===== config.mk =====
export PLATFORM = sky130hd
export DESIGN_NAME = ctrl_decode_pipe
export DESIGN_NICKNAME = d
export VERILOG_FILES = /design/src/rtl/ctrl_decode_pipe.sv
export SDC_FILE = /design/constraint.sdc
export NUM_CORES = 1
export LEC_CHECK = 0
export BUFFER_PORTS_ARGS = -buffer_cell sky130_fd_sc_hd__buf_2
export CORE_MARGIN = 2
export CORE_UTILIZATION = 46
export CTS_CLUSTER_SIZE = 8
export DETAILED_ROUTE_END_ITERATION = 7
export PLACE_DENSITY = 0.76
export SKIP_LAST_GASP = 1
export SYNTH_ARGS = -nofsm -noshare
export SYNTH_HDL_FRONTEND = slang
export SYNTH_SLANG_ARGS = --single-unit
export TNS_END_PERCENT = 1

===== constraint.sdc =====
create_clock -name clk -period 1.73 [get_ports clk]
set_input_delay 0.346 -clock clk [delete_from_list [all_inputs] [get_ports clk]]
set_output_delay 0.346 -clock clk [all_outputs]
set_load 0.1 [all_outputs]

===== src/rtl/ctrl_decode_pipe.sv =====
// RV32I/M control decoder with a registered E-stage bundle, stall/flush handling
// and a multi-cycle MUL/DIV sequencer that holds E and raises busy toward F/D.
//
// state | meaning
// ------+--------------------------------------------------------------
// IDLE  | E register follows D (capture, hold on stall, bubble on flush)
// RUN   | M op occupies E; busy = 1; counter counts down to the exit edge
module ctrl_decode_pipe #(
    parameter bit ENABLE_M   = 1'b1,
    parameter int MUL_CYCLES = 3,
    parameter int DIV_CYCLES = 33,
    parameter int CNT_W      = 6
) (
    input  logic        clk,
    input  logic        reset,
    input  logic        instr_valid,
    input  logic [31:0] instr,
    input  logic        stall_in,
    input  logic        flush_in,
    output logic        busy,
    output logic        e_valid,
    output logic        e_reg_write,
    output logic [1:0]  e_result_src,
    output logic [1:0]  e_mem_size,
    output logic        e_load_sign,
    output logic        e_mem_write,
    output logic        e_jump,
    output logic        e_jump_src,
    output logic        e_branch,
    output logic        e_invert_cond,
    output logic [3:0]  e_alu_control,
    output logic        e_alu_src_a,
    output logic        e_alu_src_b,
    output logic [2:0]  e_imm_src,
    output logic [2:0]  e_muldiv_op,
    output logic        e_muldiv_start,
    output logic        e_illegal
);

    localparam logic [6:0] OPC_LUI    = 7'b0110111;
    localparam logic [6:0] OPC_AUIPC  = 7'b0010111;
    localparam logic [6:0] OPC_JAL    = 7'b1101111;
    localparam logic [6:0] OPC_JALR   = 7'b1100111;
    localparam logic [6:0] OPC_BRANCH = 7'b1100011;
    localparam logic [6:0] OPC_LOAD   = 7'b0000011;
    localparam logic [6:0] OPC_STORE  = 7'b0100011;
    localparam logic [6:0] OPC_OP_IMM = 7'b0010011;
    localparam logic [6:0] OPC_OP     = 7'b0110011;
    localparam logic [6:0] OPC_FENCE  = 7'b0001111;
    localparam logic [6:0] OPC_SYSTEM = 7'b1110011;

    localparam logic [6:0] F7_BASE = 7'b0000000;
    localparam logic [6:0] F7_ALT  = 7'b0100000;
    localparam logic [6:0] F7_MULDIV = 7'b0000001;

    localparam logic [1:0] RES_ALU    = 2'd0;
    localparam logic [1:0] RES_MEM    = 2'd1;
    localparam logic [1:0] RES_PC4    = 2'd2;
    localparam logic [1:0] RES_MULDIV = 2'd3;

    localparam logic [3:0] ALU_ADD    = 4'd0;
    localparam logic [3:0] ALU_SUB    = 4'd1;
    localparam logic [3:0] ALU_SLL    = 4'd2;
    localparam logic [3:0] ALU_SLT    = 4'd3;
    localparam logic [3:0] ALU_SLTU   = 4'd4;
    localparam logic [3:0] ALU_XOR    = 4'd5;
    localparam logic [3:0] ALU_SRL    = 4'd6;
    localparam logic [3:0] ALU_SRA    = 4'd7;
    localparam logic [3:0] ALU_OR     = 4'd8;
    localparam logic [3:0] ALU_AND    = 4'd9;
    localparam logic [3:0] ALU_PASS_B = 4'd10;

    localparam logic [2:0] IMM_I = 3'd0;
    localparam logic [2:0] IMM_S = 3'd1;
    localparam logic [2:0] IMM_B = 3'd2;
    localparam logic [2:0] IMM_U = 3'd3;
    localparam logic [2:0] IMM_J = 3'd4;

    // Counter holds "edges left before exit", so it loads cycles-1.
    localparam logic [CNT_W-1:0] MUL_LOAD = CNT_W'(MUL_CYCLES - 1);
    localparam logic [CNT_W-1:0] DIV_LOAD = CNT_W'(DIV_CYCLES - 1);

    typedef struct packed {
        logic       reg_write;
        logic [1:0] result_src;
        logic [1:0] mem_size;
        logic       load_sign;
        logic       mem_write;
        logic       jump;
        logic       jump_src;
        logic       branch;
        logic       invert_cond;
        logic [3:0] alu_control;
        logic       alu_src_a;
        logic       alu_src_b;
        logic [2:0] imm_src;
        logic [2:0] muldiv_op;
        logic       illegal;
    } ctrl_t;

    typedef enum logic {
        IDLE = 1'b0,
        RUN  = 1'b1
    } state_t;

    logic [6:0] opcode;
    logic [2:0] funct3;
    logic [6:0] funct7;
    logic       unused_fields;

    assign opcode = instr[6:0];
    assign funct3 = instr[14:12];
    assign funct7 = instr[31:25];
    assign unused_fields = ^{instr[24:15], instr[11:7]};

    function automatic logic [3:0] alu_from_f3(input logic [2:0] f3, input logic arith);
        logic [3:0] op;
        case (f3)
            3'd0:    op = ALU_ADD;
            3'd1:    op = ALU_SLL;
            3'd2:    op = ALU_SLT;
            3'd3:    op = ALU_SLTU;
            3'd4:    op = ALU_XOR;
            3'd5:    op = arith ? ALU_SRA : ALU_SRL;
            3'd6:    op = ALU_OR;
            default: op = ALU_AND;
        endcase
        return op;
    endfunction

    function automatic logic [1:0] size_from_f3(input logic [2:0] f3);
        return (f3[1:0] == 2'd3) ? 2'd2 : f3[1:0];
    endfunction

    ctrl_t  dec;
    ctrl_t  cap;
    ctrl_t  e_q;
    logic   d_muldiv;
    logic   d_div;
    logic   cap_start;
    logic   e_valid_q;
    logic   start_q;
    state_t state;
    logic [CNT_W-1:0] cnt;
    logic   hold;

    always_comb begin
        dec      = '0;
        d_muldiv = 1'b0;
        d_div    = 1'b0;
        case (opcode)
            OPC_LUI: begin
                dec.reg_write   = 1'b1;
                dec.alu_control = ALU_PASS_B;
                dec.alu_src_b   = 1'b1;
                dec.imm_src     = IMM_U;
            end
            OPC_AUIPC: begin
                dec.reg_write = 1'b1;
                dec.alu_src_a = 1'b1;
                dec.alu_src_b = 1'b1;
                dec.imm_src   = IMM_U;
            end
            OPC_JAL: begin
                dec.reg_write  = 1'b1;
                dec.result_src = RES_PC4;
                dec.jump       = 1'b1;
                dec.alu_src_a  = 1'b1;
                dec.alu_src_b  = 1'b1;
                dec.imm_src    = IMM_J;
            end
            OPC_JALR: begin
                dec.reg_write  = 1'b1;
                dec.result_src = RES_PC4;
                dec.jump       = 1'b1;
                dec.jump_src   = 1'b1;
                dec.alu_src_b  = 1'b1;
                dec.imm_src    = IMM_I;
            end
            OPC_BRANCH: begin
                dec.branch      = 1'b1;
                dec.invert_cond = funct3[0];
                dec.imm_src     = IMM_B;
                case (funct3[2:1])
                    2'd0:    dec.alu_control = ALU_SUB;
                    2'd2:    dec.alu_control = ALU_SLT;
                    2'd3:    dec.alu_control = ALU_SLTU;
                    default: dec.illegal     = 1'b1;
                endcase
            end
            OPC_LOAD: begin
                dec.reg_write  = 1'b1;
                dec.result_src = RES_MEM;
                dec.mem_size   = size_from_f3(funct3);
                dec.load_sign  = funct3[2];
                dec.alu_src_b  = 1'b1;
                dec.imm_src    = IMM_I;
                dec.illegal    = (funct3 == 3'd3);
            end
            OPC_STORE: begin
                dec.mem_write = 1'b1;
                dec.mem_size  = size_from_f3(funct3);
                dec.alu_src_b = 1'b1;
                dec.imm_src   = IMM_S;
                dec.illegal   = (funct3 >= 3'd3);
            end
            OPC_OP_IMM: begin
                dec.reg_write   = 1'b1;
                dec.alu_src_b   = 1'b1;
                dec.imm_src     = IMM_I;
                dec.alu_control = alu_from_f3(funct3, funct7[5]);
                if (funct3 == 3'd1)
                    dec.illegal = (funct7 != F7_BASE);
                else if (funct3 == 3'd5)
                    dec.illegal = (funct7 != F7_BASE) && (funct7 != F7_ALT);
            end
            OPC_OP: begin
                dec.reg_write = 1'b1;
                case (funct7)
                    F7_BASE: dec.alu_control = alu_from_f3(funct3, 1'b0);
                    F7_ALT: begin
                        if (funct3 == 3'd0)
                            dec.alu_control = ALU_SUB;
                        else if (funct3 == 3'd5)
                            dec.alu_control = ALU_SRA;
                        else
                            dec.illegal = 1'b1;
                    end
                    F7_MULDIV: begin
                        if (ENABLE_M) begin
                            dec.result_src = RES_MULDIV;
                            dec.muldiv_op  = funct3;
                            d_muldiv       = 1'b1;
                            d_div          = funct3[2];
                        end else begin
                            dec.illegal = 1'b1;
                        end
                    end
                    default: dec.illegal = 1'b1;
                endcase
            end
            // Fences and system ops decode as harmless no-ops.
            OPC_FENCE, OPC_SYSTEM: ;
            default: dec.illegal = 1'b1;
        endcase
    end

    always_comb begin
        cap         = dec;
        cap.illegal = dec.illegal & instr_valid;
        if (!instr_valid || dec.illegal) begin
            cap.reg_write = 1'b0;
            cap.mem_write = 1'b0;
            cap.jump      = 1'b0;
            cap.branch    = 1'b0;
        end
    end

    assign cap_start = instr_valid & ~dec.illegal & d_muldiv;
    assign busy      = (state == RUN);
    // The exit edge of RUN is also a capture edge.
    assign hold      = stall_in || ((state == RUN) && (cnt != '0));

    always_ff @(posedge clk) begin
        if (reset) begin
            e_q       <= '0;
            e_valid_q <= 1'b0;
            start_q   <= 1'b0;
            state     <= IDLE;
            cnt       <= '0;
        end else if (flush_in) begin
            e_valid_q     <= 1'b0;
            e_q.reg_write <= 1'b0;
            e_q.mem_write <= 1'b0;
            e_q.jump      <= 1'b0;
            e_q.branch    <= 1'b0;
            e_q.illegal   <= 1'b0;
            start_q       <= 1'b0;
            state         <= IDLE;
        end else begin
            if (state == RUN) begin
                if (cnt == '0)
                    state <= IDLE;
                else
                    cnt <= cnt - 1'b1;
            end
            if (hold) begin
                start_q <= 1'b0;
            end else begin
                e_q       <= cap;
                e_valid_q <= instr_valid;
                start_q   <= cap_start;
                if (cap_start) begin
                    state <= RUN;
                    cnt   <= d_div ? DIV_LOAD : MUL_LOAD;
                end
            end
        end
    end

    assign e_valid        = e_valid_q;
    assign e_reg_write    = e_q.reg_write;
    assign e_result_src   = e_q.result_src;
    assign e_mem_size     = e_q.mem_size;
    assign e_load_sign    = e_q.load_sign;
    assign e_mem_write    = e_q.mem_write;
    assign e_jump         = e_q.jump;
    assign e_jump_src     = e_q.jump_src;
    assign e_branch       = e_q.branch;
    assign e_invert_cond  = e_q.invert_cond;
    assign e_alu_control  = e_q.alu_control;
    assign e_alu_src_a    = e_q.alu_src_a;
    assign e_alu_src_b    = e_q.alu_src_b;
    assign e_imm_src      = e_q.imm_src;
    assign e_muldiv_op    = e_q.muldiv_op;
    assign e_muldiv_start = start_q;
    assign e_illegal      = e_q.illegal;

endmodule


# Yosys cells after proc, flatten, opt, wreduce, memory -nomap -nowiden
# Cells that the tools add are included.
op_classes:
  n_addsub: 1
  n_eq_ne: 23
  muxes: 46
  reduce_logical: 23
  n_lt_le_gt_ge: 1
  bitwise: 6
ops:
  columns: ["op", "count"]
  rows:
  - ["$pmux W4 S7", 2]
  - ["$mux W6", 5]
  - ["$eq A7 B6 Y1 const B", 4]
  - ["$eq A7 B7 Y1 const B", 4]
  - ["$mux W1", 23]
  - ["$pmux W4 S4", 1]
  - ["$eq A7 B5 Y1 const B", 2]
  - ["$reduce_or A7 Y1", 2]
  - ["$pmux W3 S4", 1]
  - ["$reduce_or A2 Y1", 6]
  - ["$mux W2", 5]
  - ["$eq A3 B3 Y1 const B", 3]
  - ["$mux W3", 3]
  - ["$pmux W3 S3", 1]
  - ["$pmux W4 S2", 1]
  - ["$eq A7 B1 Y1 const B", 1]
  - ["$eq A7 B2 Y1 const B", 1]
  - ["$eq A7 B4 Y1 const B", 1]
  - ["$logic_not A7 Y1", 1]
  - ["$ne A7 B6 Y1 const B", 1]
  - ["$reduce_bool A7 Y1", 1]
  - ["$eq A2 B2 Y1 const B", 3]
  - ["$eq A3 B2 Y1 const B", 2]
  - ["$logic_not A6 Y1", 1]
  - ["18 further kinds", 25]
word_totals:
  ff_bits: 33
  word_cells: 119
  output_inout_bits: 27

# Depth between registers and ports, before layout
logic_depth:
  depth_word: 10
  depth_mapped: 9
  depth_no_buf: 7

# Least setup slack after synthesis
# No wires, ideal clock.
synth_timing:
  path_type: "flip-flop to flip-flop"
  startpoint: "reg state, in the netlist busy"
  endpoint: "reg e_q, in the netlist e_imm_src[2]"
  setup_time_ns: 0.070
  n_path_buf: 2
  path_slack_ns: -0.595
  stages_incl_launch_ff: 8
  t_arrival_ns: 2.255
  cell_sequence: "dfxtp_1 -> nor2_1 -> a31oi_4 -> or2_1 -> clkbuf_8 -> clkbuf_1 -> nand2_1 -> a21oi_1"
synth_via:
  elab_chain_len: 4
synth_rtl:
  columns: ["element", "line_no", "rtl"]
  rows:
  - ["start, declared", "143", "state_t state;"]
  - ["start signal, assigned", "269", "state <= IDLE;"]
  - ["start signal, assigned", "279", "state <= IDLE;"]
  - ["start signal, assigned", "283", "state <= IDLE;"]
  - ["$logic_and A1 B1 Y1", "262", "assign hold = stall_in || ((state == RUN) && (cnt != '0));"]
  - ["$logic_or A1 B1 Y1", "262", null]
  - ["$not A1 Y1 (no source line)", null, null]
  - ["$reduce_and A2 Y1 (no source line)", null, null]
  - ["end signal, assigned", "290", "e_q <= cap;"]
  - ["end, declared", "137", "ctrl_t e_q;"]
# No other way between the ends.
# A chain may end at the register's enable or synchronous reset.

# Worst setup path after layout
layout_timing:
  startpoint: "reg cnt[0]"
  endpoint: "reg e_q, in the netlist e_alu_control[3]"
layout_via:
  elab_chain_len: 5
layout_rtl:
  columns: ["element", "line_no", "rtl"]
  rows:
  - ["start, declared", "144", "logic [CNT_W-1:0] cnt;"]
  - ["start signal, assigned", "285", "cnt <= cnt - 1'b1;"]
  - ["start signal, assigned", "295", "cnt <= d_div ? DIV_LOAD : MUL_LOAD;"]
  - ["$reduce_bool A6 Y1", "262", null]
  - ["$logic_and A1 B1 Y1", "262", null]
  - ["$logic_or A1 B1 Y1", "262", null]
  - ["$not A1 Y1 (no source line)", null, null]
  - ["$reduce_and A2 Y1 (no source line)", null, null]
# No other way between the ends.

==> metrics.md <==
| Metric | Value |
|---|---|
| Wire length per cell | `13.30 um` |
| WP buf/inv | `2` |
| Final Hold Vio Count | `0` |
| Fraction of layout cells with a size suffix above 1 | `between 30% and 40%` |
| Worst hold-check path type | `in2reg` |
| Vias post-DR | `roughly 2,200` |
| Initial antenna violation count | `0` |
| Reg-to-reg endpoint | `e_alu_control[3]` |
| Count of cell types in the netlist | `56` |
| Yosys top cell area share | `32.84%` |
| Clk Latency, worst-skew pair | `~0.29 ns` |
| Crit path arrival time | `2.09 ns` |
| Die H | `about 70 um` |
| Root Driver | `clkbuf_8` |
| Fin crit share | `108.2%` |
| Number of cells on the worst hold path | `2` |
| Synth top area cells | `dfxtp_1, nand2_1, a21oi_1` |
| R2r setup slk | `-0.14 ns` |
| Syn Inst Count | `251` |
| Final worst clock skew | `about 0.0067 ns` |
| CTS tree | `yes` |
| # port buffers | `48` |
| Clock Sinks | `33` |
| CTS Buf Count | `5` |
| Final core utilization | `between 60% and 70%` |
| Failing checks | `setup timing` |
| Detailed placement HPWL | `about 4.2 mm` |
| N_diodes | `0` |
| Top delay family on crit path | `simple AND/OR/NAND/NOR gates` |
| Startpoint Class | `flip-flop` |
| Slew @ Worst Pin | `a little over 0.6 ns` |
| Row count | `24` |
| Max-cap violations | `0` |
| Setup CP Type | `reg2reg` |
| Worst setup path endpoint | `e_alu_control[3]` |
| Vias in the first global route | `~2,100` |
| Reg2Reg Depth | `8` |
| Drt via density | `around 5.5` |
| H-tree levels | `2` |
| Die area | `between 4000 and 5000 sq um` |
| Largest net degree at the start of global routing | `22` |
| CTS clk-pin slew, worst paths | `approximately 0.070 ns` |
| Detailed Routing Iterations Pass 1 | `4` |
| Final setup fails | `10` |
| Setup TNS | `-0.4974 ns` |
| GR Overflow Total | `0` |
| Async set-reset flop share out of synthesis | `0%` |
| Count leader, synth | `nand2_1` |
| Critical path's slowest cell | `or4_4` |
| CP cell instances | `inv_2, ha_4, and2b_2, a31oi_4, buf_6, or2_4, or4_4, a31oi_1` |
| Register bit count reported by yosys | `33` |
| Warnings from Yosys | `0` |
| Post-synth net total | `slightly below 300` |
| Initial core utilization | `between 40% and 50%` |
| Syn_area_per_cell | `around 8.0 sq um` |
| CTS Hold Bufs | `0` |
| Worst Path Required | `about 2 ns` |
| P&R area growth vs syn | `35.95%` |
| EDFF count, synth | `0` |
| Cell Area, Placed | `2619 sq um` |
| Post-route worst setup slack | `-0.1426 ns` |
| Ys flop type | `dfxtp_1` |
| F_max | `roughly 530 MHz` |
| Pwr dens | `around 620 nW/um^2` |
| Sequential element share of the synthesized area | `roughly 33%` |
| CP max stage delay | `0.41 ns` |
| Synth area leader | `dfxtp_1` |
| Slew Limit Fails | `0` |
| Setup Buffers After CTS | `0` |
| Leak | `between 1 and 1.5 nW` |
| Crit. End Element | `flip-flop` |
| Mapped Area | `~2000 sq um` |
| Worst slew margin | `between 50 and 60%` |
| Gpl congestion | `about 0.91` |
| Clock tree buffer depth | `2` |
| Io pins | `64` |
| DRC | `0` |
| Global-route wire length before repair | `just over 9 mm` |
| RSZ-0062 raised after global routing | `yes` |
| Fin area | `2735 sq um` |
| Outcome | `finished, violations left` |
| R2R Path Start | `cnt[0]` |
| Final Net Count | `approximately 400` |
| Global-route usage over all layers | `between 20% and 30%` |
| Peak supply drop | `0.0002809 V` |
| Post-DRT Antenna Nets | `0` |
| Tmin final | `roughly 1.9 ns` |
| Worst path depth | `8` |
| Crit-path max FO | `5` |
| Violation count after the first detailed-routing iteration | `roughly 160` |
| Die width | `70.14 um` |
| Worst setup path startpoint | `cnt[0]` |
| WL final | `about 5.4 mm` |
| Synth cell count leaders | `nand2_1, dfxtp_1, nor2_1` |
| DP Worst Slack | `-0.2702 ns` |
| Core area | `roughly 4300 sq um` |
cells by family after synthesis:
family | after synthesis | share of synthesized area [%]
and+or+nand+nor | 126 | 33.09
AOI/OAI and AO/OA | 61 | 21.83
DFF | 33 | 32.84
buffers and inverters | 26 | 9.701
xor gates and xnor gates | 3 | 1.306
adders and majority gates | 2 | 1.244
worst reg2reg max path: stages (launching register included):
cell and delay [ns]:
dfxtp_2 0.32, inv_2 0.07, ha_4 0.13, and2b_2 0.18, a31oi_4 0.11, buf_6 0.14, or2_4 0.25, or4_4 0.41
a31oi_1 0.18
repair_timing:
action | 4_1_cts | 5_1_grt
pin swaps | 0 | 3
endpoints found under the setup margin | 24 | 32
cloned | 0 | 0
hold endpoints to repair | 0 | 0
resized for setup | 2 | 6
per-stage QoR:
step | cells | total power, W | hold WS [ns]
floorplan | 251 | 0.001012 | 0.4722
global placement | 395 | 0.001116 | 0.4381
detailed placement | 395 | 0.001120 | 0.4397
CTS | 403 | 0.001697 | 0.3618
global route | 403 | 0.001764 | 0.3810
finish | 403 | 0.001686 | 0.3680
flip-flops by register name, indices dropped and copies added, names as in the netlist, 2 cells and up:
signal,cells
e_alu_control,4
e_result_src,2
e_mem_size,2
e_muldiv_op,3
e_imm_src,3
cnt,6
cell usage in the layout (no fill, tap or decap), types with 2 or more instances in the layout:
cell type	netlist	routed
clkbuf_8	7	5
o211ai_1	2	2
nand3b_1	2	2
nand4b_1	3	3
nand2_1	34	34
nor4_1	4	4
nor2_1	23	22
a31oi_1	4	4
and2_1	3	3
dfxtp_1	33	30
a22oi_1	2	2
o21ai_0	4	4
nor3_1	17	16
inv_1	9	7
inv_2	0	2
clkinv_2	0	2
a21oi_1	22	22
dfxtp_2	0	2
buf_2	1	48
or3_1	3	3
o41ai_1	2	2
a311oi_1	2	2
o31ai_1	8	8
nor3b_1	3	3
a2111oi_0	3	3
nand3_1	16	16
nand2b_1	2	2
buf_4	1	60
a211oi_1	2	2
xor2_1	2	2
power by group:
part | internal (W) | leakage [nW] | total (W) | switching (W)
combinational | 0.000123 | 0.885 | 0.000336 | 0.000213
sequential | 0.000768 | 0.269 | 0.000774 | 0.00000550
clock | 0.000278 | 0.0482 | 0.000577 | 0.000299
total | 0.00117 | 1.20 | 0.00169 | 0.000517
layer usage:
metal	wire, um	vias up	global-route usage, %
li1	-	1110	-
met1	2418	1028	29.70
met2	2561	71	36.93
met3	286	9	4.185
met4	94	0	9.188
met5	0	-	0
layout make-up:
cell class	count	area [sq um]
sequential	33	666.9
fill	370	1559
multi-input combinational	192	1182
timing repair buffer	109	701.9
clock inverter	3	16.27
inverter	9	33.78
clock buffer	5	68.82
tap	52	65.06
how the worst min path moves through the flow:
| stage | start | end | slack, ns |
|---|---|---|---|
| floorplan | cnt[0] | cnt[0] | 0.47 |
| finish | reset | e_imm_src[1] | 0.37 |
| CTS | reset | e_imm_src[1] | 0.36 |
| detailed placement | e_mem_size[0] | e_mem_size[0] | 0.44 |
| global placement | e_muldiv_op[1] | e_muldiv_op[1] | 0.44 |
| global route | reset | e_imm_src[0] | 0.38 |
(Power assumes the default switching activity.)
